[src/rtl/uart_rx.sv]
// 8N1 serial receiver with a single-entry valid/ready output buffer, plus framing/overrun reporting.
// Optional parity check is enabled by defining UART_RX_PARITY_EN (adds PARITY_ODD and parity_err).
module uart_rx #(
  parameter int DATA_W   = 8,
  parameter int BAUD_DIV = 54
`ifdef UART_RX_PARITY_EN
  , parameter bit PARITY_ODD = 1'b0
`endif
) (
  input  logic              clk,
  input  logic              reset,
  input  logic              rx,
  output logic [DATA_W-1:0] rx_data,
  output logic              rx_valid,
  input  logic              rx_ready,
  output logic              frame_err,
  output logic              overrun,
  output logic              busy
`ifdef UART_RX_PARITY_EN
  , output logic            parity_err
`endif
);

  localparam int TW = (BAUD_DIV > 1) ? $clog2(BAUD_DIV) : 1;
  localparam int BW = (DATA_W > 1) ? $clog2(DATA_W) : 1;

  typedef enum logic [2:0] {
    S_IDLE,
    S_START,
    S_DATA,
`ifdef UART_RX_PARITY_EN
    S_PARITY,
`endif
    S_STOP,
    S_WAIT
  } state_e;

  state_e            state_q, state_d;
  logic              rx_meta_q, rx_s_q;
  logic [TW-1:0]     tick_cnt_q, tick_cnt_d;
  logic [3:0]        samp_q, samp_d;
  logic [BW-1:0]     bit_idx_q, bit_idx_d;
  logic [DATA_W-1:0] shift_q, shift_d;
  logic [DATA_W-1:0] rx_data_q, rx_data_d;
  logic              rx_valid_q, rx_valid_d;
  logic              frame_err_q, frame_err_d;
  logic              overrun_q, overrun_d;
  logic              tick, mid_start, samp_last;
  logic              data_smp, stop_smp, busy_c;
  logic              par_ok, deliver, load;
`ifdef UART_RX_PARITY_EN
  logic              par_q, par_d, par_smp;
  logic              parity_err_q, parity_err_d;
`endif

  // Tick counter is parked at 0 in IDLE so sampling phase locks to the start edge.
  assign tick      = (state_q != S_IDLE) && (tick_cnt_q == TW'(BAUD_DIV - 1));
  assign mid_start = tick && (samp_q == 4'd7);
  assign samp_last = tick && (samp_q == 4'd15);

  always_ff @(posedge clk or posedge reset) begin
    if (reset) state_q <= S_IDLE;
    else       state_q <= state_d;
  end

  always_comb begin
    state_d = state_q;
    case (state_q)
      S_IDLE:  if (!rx_s_q) state_d = S_START;
      S_START: if (mid_start) state_d = rx_s_q ? S_IDLE : S_DATA;
`ifdef UART_RX_PARITY_EN
      S_DATA:   if (samp_last && bit_idx_q == BW'(DATA_W - 1)) state_d = S_PARITY;
      S_PARITY: if (samp_last) state_d = S_STOP;
`else
      S_DATA:  if (samp_last && bit_idx_q == BW'(DATA_W - 1)) state_d = S_STOP;
`endif
      S_STOP:  if (samp_last) state_d = rx_s_q ? S_IDLE : S_WAIT;
      S_WAIT:  if (rx_s_q) state_d = S_IDLE;
      default: state_d = S_IDLE;
    endcase
  end

  always_comb begin
    busy_c   = (state_q != S_IDLE);
    data_smp = (state_q == S_DATA) && samp_last;
    stop_smp = (state_q == S_STOP) && samp_last;
`ifdef UART_RX_PARITY_EN
    par_smp  = (state_q == S_PARITY) && samp_last;
`endif
  end

  always_comb begin
    tick_cnt_d = (state_q == S_IDLE || tick) ? '0 : tick_cnt_q + 1'b1;
    samp_d     = (state_d != state_q) ? 4'd0 : (tick ? samp_q + 4'd1 : samp_q);
    bit_idx_d  = (state_q == S_START) ? '0 : (data_smp ? bit_idx_q + 1'b1 : bit_idx_q);
    shift_d    = shift_q;
    if (data_smp) shift_d[bit_idx_q] = rx_s_q;
`ifdef UART_RX_PARITY_EN
    par_d  = par_smp ? rx_s_q : par_q;
    par_ok = ((^shift_q) ^ par_q) == PARITY_ODD;
`else
    par_ok = 1'b1;
`endif
    deliver     = stop_smp && rx_s_q && par_ok;
    load        = deliver && (!rx_valid_q || rx_ready);
    frame_err_d = stop_smp && !rx_s_q;
    overrun_d   = deliver && rx_valid_q && !rx_ready;
`ifdef UART_RX_PARITY_EN
    parity_err_d = stop_smp && rx_s_q && !par_ok;
`endif
    // A drain and a new delivery in the same cycle keep the buffer full with the new byte.
    rx_valid_d = load || (rx_valid_q && !rx_ready);
    rx_data_d  = load ? shift_q : rx_data_q;
  end

  always_ff @(posedge clk or posedge reset) begin
    if (reset) begin
      rx_meta_q   <= 1'b1;
      rx_s_q      <= 1'b1;
      tick_cnt_q  <= '0;
      samp_q      <= '0;
      bit_idx_q   <= '0;
      shift_q     <= '0;
      rx_data_q   <= '0;
      rx_valid_q  <= 1'b0;
      frame_err_q <= 1'b0;
      overrun_q   <= 1'b0;
`ifdef UART_RX_PARITY_EN
      par_q        <= 1'b0;
      parity_err_q <= 1'b0;
`endif
    end else begin
      rx_meta_q   <= rx;
      rx_s_q      <= rx_meta_q;
      tick_cnt_q  <= tick_cnt_d;
      samp_q      <= samp_d;
      bit_idx_q   <= bit_idx_d;
      shift_q     <= shift_d;
      rx_data_q   <= rx_data_d;
      rx_valid_q  <= rx_valid_d;
      frame_err_q <= frame_err_d;
      overrun_q   <= overrun_d;
`ifdef UART_RX_PARITY_EN
      par_q        <= par_d;
      parity_err_q <= parity_err_d;
`endif
    end
  end

  assign rx_data   = rx_data_q;
  assign rx_valid  = rx_valid_q;
  assign frame_err = frame_err_q;
  assign overrun   = overrun_q;
  assign busy      = busy_c;
`ifdef UART_RX_PARITY_EN
  assign parity_err = parity_err_q;
`endif

endmodule

[config.mk]
export PLATFORM = sky130hd
export DESIGN_NAME = uart_rx
export DESIGN_NICKNAME = d
export VERILOG_FILES = /design/src/rtl/uart_rx.sv
export SDC_FILE = /design/constraint.sdc
export NUM_CORES = 1
export LEC_CHECK = 0
export ABC_AREA = 1
export CAP_MARGIN = 20
export CORE_UTILIZATION = 56
export CTS_CLUSTER_DIAMETER = 120
export CTS_CLUSTER_SIZE = 28
export DETAILED_ROUTE_END_ITERATION = 8
export HOLD_SLACK_MARGIN = 0.12
export PLACE_DENSITY = 0.78
export REMOVE_ABC_BUFFERS = 1
export SETUP_SLACK_MARGIN = 0.3
export SLEW_MARGIN = 40
export SYNTH_ARGS = -nofsm -noshare
export SYNTH_HDL_FRONTEND = slang
export SYNTH_SLANG_ARGS = --single-unit
[constraint.sdc]
create_clock -name clk -period 1.7 [get_ports clk]
set_input_delay 0.425 -clock clk [delete_from_list [all_inputs] [get_ports clk]]
set_output_delay 0.425 -clock clk [all_outputs]
set_load 0.02 [all_outputs]
==> results.yml <==
sta:
  skew_ns: 0.00884
  slew_headroom_pct: 78.7
  rsz0062_at_grt: "yes"
  timing.fmax_mhz: 592
  finalMaxSlewViolations: 0
  worst_pin_slew_ns: 0.317
  fin_crit_sh_pct: 99.4
  setup_viol: 0
  min_period_ns: 1.69
  hold_violations: 0
  timing.final.ws_setup_ns: 0.0108
run_status:
  status: "finished clean"
grt:
  grt_max_degree: 38
  gr-total-overflow: 0
  grt_pass1_vias: 1402
  grt_pass1_wl_mm: 5.80
  antenna_found_initial: 0
  track_usage_pct: 23.0
floorplanning:
  dieHeight_um: 58.2
  start_util_pct: 58.5
  die_area_um2: 3390
  fp.dieW_um: 58.2
  ioPinCount: 16
  coreArea_um2: 3030
  num_rows: 20
pwr:
  pwr_density_cell_nw_per_um2: 591
  clkPwrFrac_pct: 31.7
  ir_drop_mv: 0.349
  combPwrFrac_pct: 2.7
  p_int_mw: 1.05
  p_leak_nw: 1.12
  p_seq_share_pct: 65.6
  switchingPower_mw: 0.299
  swShare_pct: 22.1
setup_path:
  critPathLaunchType: "register"
  cp.arrival_ns: 1.91
  crit_type: "register to register"
  end_kind: "register"
  crit_required_ns: 1.92
  rr_startpoint: "samp_q[0]"
  r2r_end: "shift_q[2]"
  crit_path_max_fanout: 11
  r2r_slack_ns: 0.01
  r2r_cells: 9
route:
  routed_via_density: 5.13
  wl_per_cell_um: 12.7
  vias: 1458
  final_antenna_net_count: 0
  drc: 0
  first_pass_iters: 4
  drt_iter0_markers: 35
  totalWireLength_mm: 3.59
min_path:
  holdPathEnd: "rx_s_q"
  hold_class: "register to register"
  min-delay-start: "rx_meta_q"
  whs_path_depth: 0
placed_design:
  place_congestion: 0.808
  portBuffers: 15
  place_hpwl_mm: 2.35
  post-place-ws_ns: 0.0324
synthesis:
  synth-adder-area-share_pct: 3.53
  yosysWarnings: 0
  synthTopCellsByArea: "dfrtp_1 49%, nand2_1 9.5%, nand3_1 7.3%, nor2_1 4.0%, inv_1 3.6%"
  synth.most_common_cell: "nand2_1"
  ys_ff_latch: 37
  syn-instance-count: 196
  ys_seq_area_share_pct: 52.4
  synth_cell_type_count: 29
  synth-edff-count: 0
  async_flop_share_pct: 100
  syn_area_per_cell_um2: 9.03
  yosys-top-cells-count: "45 x nand2_1, 35 x dfrtp_1, 26 x nand3_1"
  synth_area_um2: 1770
  yosys.area_share.simple_pct: 32.1
  synth_compound_area_share_pct: 4.95
  synth_area_leader_cell: "dfrtp_1"
  synth_xor_area_share_pct: 1.98
  synth_top_family_by_area: "simple AND/OR/NAND/NOR gates"
  synth_top_area_share_pct: 49.5
  synthFlopType: "dfrtp_1"
  synth_mux_area_share_pct: 0
cts:
  numCtsBuffers: 5
  htree_levels: 2
  clk_pin_slew_ns: 0.10
  clockBufferDepth: 2
  clock_latency_ns: 0.34
  cts_tree: "yes"
  cts_sinks: 37
  cts_root_buffer: "clkbuf_4"
layout:
  fin_util_pct: 75.5
  drive_gt1_share_pct: 36.3
  areaGrowthSynthToFinish_pct: 29.2
  nets: 248
  antennaDiodeCount: 0
flow_run:
  maxCapViolations: 0
==> through the flow <==
step | std cells | power, mW | instance area [um^2] | hold WS (ns) | TNS (ns)
final | 284 | 1.35 | 2290 | 0.363 | 0
after global routing | 284 | 1.41 | 2290 | 0.371 | -0.276
after CTS | 275 | 1.37 | 2120 | 0.364 | 0
after detailed placement | 260 | 0.940 | 2030 | 0.349 | 0
after global placement | 260 | 0.939 | 2030 | 0.346 | 0
after floorplan | 194 | 0.921 | 1760 | 0.345 | 0
==> kinds of logic (layout without fill, tap and decap cells) <==
family | after synthesis | in the layout
buffers and inverters | 22 | 65
adder cells (fa/ha/maj) | 5 | 5
AO/OA/AOI/OAI | 17 | 17
XOR/XNOR | 4 | 4
flip-flops | 37 | 37
AND/OR/NAND/NOR | 111 | 112
==> power by group through the flow <==
stage,sequential [mW],combinational [mW],clock [mW]
after floorplan,0.903,0.0180,0
after global placement,0.903,0.0356,0
after detailed placement,0.903,0.0363,0
after CTS,0.887,0.0373,0.448
after global routing,0.887,0.0407,0.486
final,0.887,0.0362,0.429
==> how the worst max path moves through the flow <==
stage                       to     startpoint  slack [ns]
floorplan            samp_q[0]  tick_cnt_q[1]        0.06
global placement          busy     state_q[1]        0.07
detailed placement  rx_data[6]  tick_cnt_q[1]        0.03
CTS                  samp_q[0]  tick_cnt_q[1]        0.05
global route        shift_q[2]      samp_q[0]       -0.07
finish              shift_q[2]      samp_q[0]        0.01
==> worst max-delay path: stages, from the launching register on <==
cell     delay [ns]
dfrtp_1        0.39
ha_1           0.18
nand2_1        0.12
nor2_4         0.18
nand3_4        0.12
nor2_2         0.14
buf_6          0.15
nand3_1        0.12
nand2_1        0.10
o21ai_1        0.07
==> metal layers <==
layer	wire (um)	global-route usage [%]	vias to the layer above
met3	145	5.36	11
met1	1550	25.7	687
met5	0	0	-
met2	1830	40.4	35
met4	76	12.2	0
li1	-	-	725
==> state kept, by name (all words and copies together), names as in the netlist <==
| signal | count |
|---|---|
| bit_idx_q | 3 |
| overrun | 1 |
| rx_data | 8 |
| rx_valid | 1 |
| rx_meta_q | 1 |
| state_q | 3 |
| samp_q | 4 |
| tick_cnt_q | 6 |
| shift_q | 8 |
| rx_s_q | 1 |
| frame_err | 1 |
==> cells in the final DEF (no fill, tap or decap), drive strengths merged, types with 3 or more instances in the layout <==
master,count
inv,20
nand2,51
ha,5
buf,34
dfrtp,35
clkbuf,6
o21ai,14
nor2,25
clkdlybuf4s50,3
xor2,3
nand3,29
==> what timing repair did <==
item                                    in CTS  in global routing
endpoints found under the hold margin        0                  0
cloned                                       1                  0
gates resized for setup                     50                 37
hold buffers                                 0                  0
endpoints found under the setup margin      38                 38
pin swaps                                    4                 12
setup buffers                                6                  9
==> cell type report <==
cell class / count / area [um^2]
Clock buffer: 6 / 41.3
Timing Repair Buffer: 37 / 282
Tap cell: 44 / 55.1
Multi-Input combinational cell: 138 / 893
Fill cell: 206 / 741
Inverter: 20 / 77.6
Sequential cell: 37 / 928
Clock inverter: 2 / 10.0
(Power assumes the default switching activity.)
